$ cat src/rtl/bus_pkg.sv
// Shared bus definitions for the addrData bus arbiter.
//   arb_state_t        : arbiter FSM states
//   BUS_BURST_SINGLE   : single-beat burst code
//   BUS_BE_WORD        : full-word byte enables
//   BUS_NUM_MASTERS    : default requester count
//   BUS_TIMEOUT_CYCLES : default ACTIVE watchdog limit
package bus_pkg;

  typedef enum logic [1:0] {
    IDLE    = 2'd0,
    GRANTED = 2'd1,
    ACTIVE  = 2'd2,
    RELEASE = 2'd3
  } arb_state_t;

  localparam logic [7:0]  BUS_BURST_SINGLE   = 8'h1;
  localparam logic [3:0]  BUS_BE_WORD        = 4'hF;
  localparam int unsigned BUS_NUM_MASTERS    = 4;
  localparam int unsigned BUS_TIMEOUT_CYCLES = 1024;

endpackage

$ cat src/rtl/bus_arbiter_rr_picker.sv
// Combinational round-robin winner selection.
//   req_i    : per-master request vector
//   last_i   : index of the previous owner
//   winner_o : first requester above last_i, wrapping modulo NUM_MASTERS
//   valid_o  : any request present
module rr_picker
  import bus_pkg::*;
#(
  parameter int unsigned NUM_MASTERS = BUS_NUM_MASTERS,
  parameter int unsigned IW          = $clog2(NUM_MASTERS)
) (
  input  logic [NUM_MASTERS-1:0] req_i,
  input  logic [IW-1:0]          last_i,
  output logic [IW-1:0]          winner_o,
  output logic                   valid_o
);

  logic [2*NUM_MASTERS-1:0] req2;
  logic [2*NUM_MASTERS-1:0] cand;
  int unsigned              last_u;

  // Requests are doubled so the scan past the top index continues into the
  // upper copy; masking lower-copy bits at or below last_i gives the rotation.
  // The index is folded back with an explicit compare so non-power-of-2
  // master counts wrap correctly.
  always_comb begin
    req2     = {req_i, req_i};
    last_u   = 32'(last_i);
    cand     = '0;
    winner_o = '0;
    for (int unsigned i = 0; i < 2 * NUM_MASTERS; i++) begin
      cand[i] = req2[i] && (i > last_u);
    end
    for (int unsigned i = 2 * NUM_MASTERS; i > 0; i--) begin
      if (cand[i-1]) begin
        winner_o = (i - 1 >= NUM_MASTERS) ? IW'(i - 1 - NUM_MASTERS) : IW'(i - 1);
      end
    end
    valid_o = |req_i;
  end

endmodule

$ cat src/rtl/bus_arbiter.sv
// Round-robin arbiter for the shared addrData bus. Ownership lasts for one
// begin/end transaction; an idle owner that drops its request loses the
// grant after GRANT_HOLD cycles.
//   clk, rst_n             : clock, synchronous active-low reset
//   arb_request_i          : per-master request levels
//   arb_grant_o            : registered one-hot grant
//   bus_beginTransaction_i : global begin strobe
//   bus_endTransaction_i   : global end strobe
//   bus_busy_i             : global busy, blocks new grants
//   owner_o                : current or last owner index
//   owner_valid_o          : grant held
//   bus_error_o            : one-cycle ACTIVE timeout pulse
// Optional: define BUS_ARB_TIMEOUT_EN to enable the ACTIVE-state watchdog.
module bus_arbiter
  import bus_pkg::*;
#(
  parameter int unsigned NUM_MASTERS    = BUS_NUM_MASTERS,
  parameter int unsigned GRANT_HOLD     = 4,
  parameter int unsigned TIMEOUT_CYCLES = BUS_TIMEOUT_CYCLES
) (
  input  logic                           clk,
  input  logic                           rst_n,
  input  logic [NUM_MASTERS-1:0]         arb_request_i,
  output logic [NUM_MASTERS-1:0]         arb_grant_o,
  input  logic                           bus_beginTransaction_i,
  input  logic                           bus_endTransaction_i,
  input  logic                           bus_busy_i,
  output logic [$clog2(NUM_MASTERS)-1:0] owner_o,
  output logic                           owner_valid_o,
  output logic                           bus_error_o
);

  localparam int unsigned IW = $clog2(NUM_MASTERS);
  localparam int unsigned HW = $clog2(GRANT_HOLD + 1);

  if (NUM_MASTERS < 2 || TIMEOUT_CYCLES < 2) begin : g_param_check
    $error("bus_arbiter: NUM_MASTERS and TIMEOUT_CYCLES must be at least 2");
  end

  arb_state_t       state_q, state_d;
  logic [NUM_MASTERS-1:0] grant_q, grant_d;
  logic [IW-1:0]    owner_q, owner_d;
  logic [IW-1:0]    last_q, last_d;
  logic             owner_valid_q, owner_valid_d;
  logic [HW-1:0]    hold_q, hold_d;
  logic [IW-1:0]    pick_winner;
  logic             pick_valid;
  logic             go_release;

`ifdef BUS_ARB_TIMEOUT_EN
  localparam int unsigned TW = $clog2(TIMEOUT_CYCLES + 1);
  logic [TW-1:0] tmo_q, tmo_d;
  logic          err_q, err_d;
`endif

  rr_picker #(
    .NUM_MASTERS (NUM_MASTERS),
    .IW          (IW)
  ) u_picker (
    .req_i    (arb_request_i),
    .last_i   (last_q),
    .winner_o (pick_winner),
    .valid_o  (pick_valid)
  );

  always_comb begin
    state_d       = state_q;
    grant_d       = grant_q;
    owner_d       = owner_q;
    last_d        = last_q;
    owner_valid_d = owner_valid_q;
    hold_d        = hold_q;
    go_release    = 1'b0;
`ifdef BUS_ARB_TIMEOUT_EN
    tmo_d         = tmo_q;
    err_d         = 1'b0;
`endif
    case (state_q)
      IDLE: begin
        if (pick_valid && !bus_busy_i) begin
          grant_d              = '0;
          grant_d[pick_winner] = 1'b1;
          owner_d              = pick_winner;
          owner_valid_d        = 1'b1;
          hold_d               = '0;
          state_d              = GRANTED;
        end
      end
      GRANTED: begin
        if (bus_beginTransaction_i) begin
          if (bus_endTransaction_i) begin
            go_release = 1'b1;
          end else begin
            state_d = ACTIVE;
`ifdef BUS_ARB_TIMEOUT_EN
            tmo_d   = '0;
`endif
          end
        end else if (arb_request_i[owner_q]) begin
          hold_d = '0;
        end else begin
          if (32'(hold_q) < GRANT_HOLD) hold_d = hold_q + 1'b1;
          // Revoke on the idle cycle that brings the count to GRANT_HOLD.
          if (32'(hold_d) >= GRANT_HOLD) go_release = 1'b1;
        end
      end
      ACTIVE: begin
        if (bus_endTransaction_i) begin
          go_release = 1'b1;
`ifdef BUS_ARB_TIMEOUT_EN
        end else if (32'(tmo_q) >= TIMEOUT_CYCLES - 1) begin
          err_d      = 1'b1;
          go_release = 1'b1;
        end else begin
          tmo_d = tmo_q + 1'b1;
`endif
        end
      end
      RELEASE: state_d = IDLE;
      default: state_d = IDLE;
    endcase
    if (go_release) begin
      state_d       = RELEASE;
      grant_d       = '0;
      owner_valid_d = 1'b0;
      last_d        = owner_q;
    end
  end

  always_ff @(posedge clk) begin
    if (!rst_n) begin
      state_q       <= IDLE;
      grant_q       <= '0;
      owner_q       <= '0;
      last_q        <= IW'(NUM_MASTERS - 1);
      owner_valid_q <= 1'b0;
      hold_q        <= '0;
`ifdef BUS_ARB_TIMEOUT_EN
      tmo_q         <= '0;
      err_q         <= 1'b0;
`endif
    end else begin
      state_q       <= state_d;
      grant_q       <= grant_d;
      owner_q       <= owner_d;
      last_q        <= last_d;
      owner_valid_q <= owner_valid_d;
      hold_q        <= hold_d;
`ifdef BUS_ARB_TIMEOUT_EN
      tmo_q         <= tmo_d;
      err_q         <= err_d;
`endif
    end
  end

  assign arb_grant_o   = grant_q;
  assign owner_o       = owner_q;
  assign owner_valid_o = owner_valid_q;
`ifdef BUS_ARB_TIMEOUT_EN
  assign bus_error_o   = err_q;
`else
  assign bus_error_o   = 1'b0;
`endif

endmodule

$ cat config.mk
export PLATFORM = sky130hd
export DESIGN_NAME = bus_arbiter
export DESIGN_NICKNAME = d
export VERILOG_FILES = /design/src/rtl/bus_pkg.sv /design/src/rtl/bus_arbiter_rr_picker.sv /design/src/rtl/bus_arbiter.sv
export SDC_FILE = /design/constraint.sdc
export NUM_CORES = 1
export LEC_CHECK = 0
export CAP_MARGIN = 20
export CORE_MARGIN = 4
export CORE_UTILIZATION = 53
export CTS_BUF_LIST = sky130_fd_sc_hd__clkbuf_16
export CTS_CLUSTER_DIAMETER = 30
export DETAILED_ROUTE_END_ITERATION = 16
export PLACE_DENSITY = 0.82
export SLEW_MARGIN = 20
export SYNTH_ARGS = -nofsm -noshare
export SYNTH_HDL_FRONTEND = slang
export SYNTH_SLANG_ARGS = --single-unit
$ cat constraint.sdc
create_clock -name clk -period 2.6 [get_ports clk]
set_clock_uncertainty 0.05 [all_clocks]
set_input_delay 0.39 -clock clk [delete_from_list [all_inputs] [get_ports clk]]
set_output_delay 0.39 -clock clk [all_outputs]
set_load 0.005 [all_outputs]
Word level (Yosys, flattened, before mapping)
Cells that the tools add are included.
- input port bits: 9
- output and inout bits: 8
- flip-flop bits (word level): 14
- equality and inequality tests: 8
- bitwise operators: 1
- magnitude comparators: 8
- multiplexer cells: 29
- $add $sub $neg: 1
- reductions and logical operators: 14
- operators by type and width (cell ; count):
    $mux 2 ; 11
    $mux 3 ; 7
    $ne 3x3->1 const B ; 3
    $lt 2x3->1 const B ; 2
    $mux 1 ; 6
    $pmux 2 s3 ; 1
    $pmux 3 s2 ; 1
    $logic_and 1x1->1 ; 5
    $eq 2x2->1 const B ; 2
    $gt 2x2->1 const A ; 2
    $ne 2x2->1 const B ; 2
    $reduce_and 4->1 ; 1
    $reduce_bool 4->1 ; 1
    $reduce_or 4->1 ; 1
    $add 3x1->3 const B ; 1
    $ge 3x3->1 const B ; 1
    $lt 3x3->1 const B ; 1
    $reduce_and 3->1 ; 1
    $bmux 1 s2 ; 1
    $demux 1 s2 ; 1
    $eq 2x1->1 const B ; 1
    $ge 2x1->1 const B ; 1
    $gt 1x2->1 const A ; 1
    $logic_not 2->1 ; 1
    6 further kinds ; 6

Depth between registers and ports, before layout
- depth in word-level cells: 12
- depth in mapped cells: 8

By module
Synthesis repeated with hierarchy kept, for this count alone.
- cells, all modules: 98
- area total of the unflattened synthesis: 832.0 sq um
- modules (own cells, without submodules) (module ; times used ; sequential area each (sq um) ; cells each ; area each (sq um)):
    bus_arbiter ; 1 ; 280.3 ; 84 ; 745.7
    rr_picker ; 1 ; 0.0 ; 14 ; 86.3

Worst setup path after synthesis
OpenSTA, ideal clock, no wires.
- path kind: register to register
- from: register state_q[1]
- to: register grant_q[2] (netlist: arb_grant_o[2])
- data required time: 2.430 ns
- path buffers: 1
- period minus slack after synthesis: 1.630 ns
- arrival: 1.459 ns
- setup slack: 0.970 ns
- cell stages (with the launch flop): 9
- setup time: 0.120 ns
- path through: dfxtp_1 -> inv_1 -> ha_1 -> clkbuf_2 -> nand2_1 -> o22a_1 -> o22a_2 -> nand2_1 -> nor3b_1
- cells in the longest elaborated chain, start to end: 3
- elaborated cells between the ends (all ways): 6
- RTL lines (what ; RTL line ; source):
    start, declared ; bus_arbiter.sv:40 ; arb_state_t state_q, state_d;
    start signal, assigned ; bus_arbiter.sv:143 ; state_q <= state_d;
    $eq 2x2->1 / $eq 2x1->1 (equally long branches) ; bus_arbiter.sv:78 ; case (state_q)
    $pmux 1 s2 ; bus_arbiter.sv:78 ;
    $reduce_or 2->1 (no line) ; -- ;
    end signal, assigned ; bus_arbiter.sv:144 ; grant_q <= grant_d;
    end, declared ; bus_arbiter.sv:41 ; logic [NUM_MASTERS-1:0] grant_q, grant_d;
Parallel ways exist; a longest one is shown, timed or not.
A chain may end at the register's enable or synchronous reset.

Worst setup path after layout
- from: input port arb_request_i[0]
- to: register grant_q[2] (netlist: arb_grant_o[2])
- cells in the longest elaborated chain, start to end: 8
- elaborated cells between the ends (all ways): 18
- RTL lines (what ; RTL line ; source):
    start, declared ; bus_arbiter.sv:23 ; input logic [NUM_MASTERS-1:0] arb_request_i,
    $mux 2 (4 in a row) ; bus_arbiter_rr_picker.sv:35 ; if (cand[i-1]) begin
    $lt 2x3->1 (not written as such) / $ge 2x1->1 (equally long branches) ; bus_arbiter.sv:82 ; grant_d[pick_winner] = 1'b1;
    $logic_and 1x1->1 (not written as such) ; bus_arbiter.sv:82 ;
    $mux 1 (not written as such) ; bus_arbiter.sv:82 ;
    $demux 1 s2 ; bus_arbiter.sv:82 ;
Parallel ways exist; a longest one is shown, timed or not. The select of a mux whose other input is x is not followed.

==> reports/results.ini <==
[status]
status=finished, final reports clean

[logic_synthesis]
syn_avg_cell_area_sq_um=8.47
synth-edff-count=0
syn_nets=114
yosys_warnings=0
ys_seq_area_share_pct=33.1
ys_ff_latch=14
synthCells=100
ys_types=37
async_reset_ff_share_pct=0
syn_area_sq_um=847
synthFlopType=dfxtp_1

[timing]
rsz0062_at_grt=false
timing.fmax_mhz=515
setup_violations=0
hold_viol=0
fin_tns_setup_ps=0
min_period_ps=1940
period_share_pct=74.6
maxSlewViolCount=0
layout_setup_ws_ps=660

[power]
p_switching_mw=0.309
p_int_mw=0.600
leakagePower_nw=0.422
netSwitchingFraction_pct=34.0
vdd.ir_drop.worst_v=0.000569
power_frac_comb_pct=37.0
power_frac_clock_pct=32.2
p_seq_share_pct=30.8
pwr_density_cell_mw_per_mm2=842

[die]
dieWidth_um=48.0
die_h_um=48.0
initial_core_util_pct=56.2
row_count=14
pin_count=17
dieArea_sq_mm=0.00230
core_area_sq_mm=0.00151

[critical_path]
cp_data_required_time_ps=2700
slowest_delay_ps=620
worstSetupEndpointType=flip-flop
cp-startpoint=arb_request_i[0]
cpMaxStageDelayCell=clkdlybuf4s50_1
path_max_fanout=6
r2r_end=arb_grant_o[2]
worstReg2RegStart=state_q[1]
r2r_slack_ps=660
start_kind=input pin
path_cells=clkdlybuf4s50_1, mux2_2, o22a_1, o22a_2, nand2_1, nor3b_1
crit_type=in -> reg
critPathTopFamily=buffers and inverters
arrival_ps=2040
path_buf_inv=1
reg2reg_depth=7

[place]
port_buffers=15
pre_cts_ws_ps=389
routabilityCongestion=0.755
place_hpwl_mm=1.55

[grt]
grt_max_degree=10
grt-ovfl-total=0
grt_usage_pct=20.9
antenna_found_initial=0
grt_first_pass_wirelength_mm=3.32
grt_pass1_vias=747

[route]
drc=0
drt_iter0_drc=10
routed_wl_mm=2.02
postRouteAntennaNets=0
via_per_inst=5.99
vias=791
wire_per_inst_um=15.3
dr.pass1.iters=4

[cells_and_area]
area_growth_syn_to_layout_pct=27.5
final_cell_mix=15 x clkdlybuf4s50_1, 14 x nand2_1, 14 x dfxtp_1
drive_above_1_share_pct=10.3
fin_nets=131
n_antenna_cell=0
final_common_cell=clkdlybuf4s50_1
nFillCells=125

[clocking]
cts_setup_buffers=0
cts_max_level=1
cts_resized=0
hold_buffers=0
cts-root-buf=clkbuf_16
clk_latency_ps=240
cts_tree=done
cts_buffer_depth=2
clk_pin_slew_ps=50
cts_sinks=14
cts_buffers=3

[hold_path]
hp-start=owner_valid_o
min_to=owner_valid_o
hold_class=reg -> reg
hold_depth=2

[flow_run]
maxCapViolCount=0

-- worst min-delay path, delay by kind of cell, from the launching register on --
kind             cells  cell delay, ps
and+or+nand+nor      2             120
DFF                  1             320
-- layer usage --
layer	GRT usage, %	part of all wire, %
met1	24.1	42
met2	35.4	51
met3	6.77	5.1
met4	8.60	2.0
met5	0	0
-- through the flow --
step	cell area (sq um)	util (%)	instances	hold WS (ps)	total power, mW
2_1_floorplan	847	-	100	382	0.517
3_3_place_gp	1000	66.4	128	402	0.603
3_5_place_dp	1000	66.4	128	415	0.613
4_1_cts	1080	71.7	132	424	0.910
5_1_grt	1080	71.7	132	454	0.966
6_report	1080	71.7	132	422	0.909
-- registers in the layout, summed over array words and instances (netlist names) --
register / cells
hold_q: 3
last_q: 2
owner_valid_o: 1
owner_o: 2
arb_grant_o: 4
state_q: 2
-- how the worst max path moves through the flow --
stage	to	slack, ps	cells after the start
2_1_floorplan	arb_grant_o[2]	970	8
3_3_place_gp	arb_grant_o[2]	450	6
3_5_place_dp	arb_grant_o[2]	390	6
4_1_cts	arb_grant_o[2]	630	6
5_1_grt	arb_grant_o[2]	480	7
6_report	arb_grant_o[2]	660	6
-- Yosys cell counts, drive strengths merged, types with 2 or more instances --
| library cell | count | area (sq um) |
|---|---|---|
| o211ai | 3 | 22.5 |
| a21boi | 3 | 22.5 |
| a21oi | 7 | 35.0 |
| dfxtp | 14 | 280 |
| ha | 5 | 62.6 |
| nor2 | 7 | 26.3 |
| nand2b | 2 | 12.5 |
| nor2b | 2 | 12.5 |
| a211oi | 2 | 15.0 |
| clkbuf | 2 | 8.75 |
| o21ai | 7 | 35.0 |
| a22oi | 2 | 28.8 |
| nor3b | 2 | 20.0 |
| o22a | 2 | 18.8 |
| o22ai | 3 | 18.8 |
| inv | 7 | 26.3 |
| mux2i | 2 | 20.0 |
| nand2 | 14 | 52.6 |
| mux2 | 2 | 22.5 |
-- cell families (layout without fill, tap and decap cells) --
family | after synthesis | in the layout | synth area share [%]
AOI/OAI and AO/OA | 32 | 32 | 28.4
adders and majority gates | 5 | 5 | 7.39
buffers and inverters | 10 | 26 | 5.02
DFF | 14 | 14 | 33.1
muxes | 4 | 4 | 5.02
other | 1 | 1 | 0.443
and+or+nand+nor | 34 | 34 | 20.7
-- final cells by class --
type | count | area (sq um) | area share [%]
clock buffer | 3 | 75.1 | 6.95
clock inverter | 1 | 3.75 | 0.348
inverter | 7 | 26.3 | 2.43
multi-input combinational | 76 | 524 | 48.6
sequential | 14 | 280 | 26.0
tap | 16 | 20.0 | 1.85
timing repair buffer | 15 | 150 | 13.9
-- power groups by stage --
stage | clock, mW | sequential [mW] | combinational [mW]
3_3_place_gp | 0 | 0.279 | 0.324
2_1_floorplan | 0 | 0.275 | 0.241
6_report | 0.293 | 0.280 | 0.337
4_1_cts | 0.296 | 0.278 | 0.336
3_5_place_dp | 0 | 0.282 | 0.331
5_1_grt | 0.311 | 0.282 | 0.373
Power figures use the tool's default switching activity.
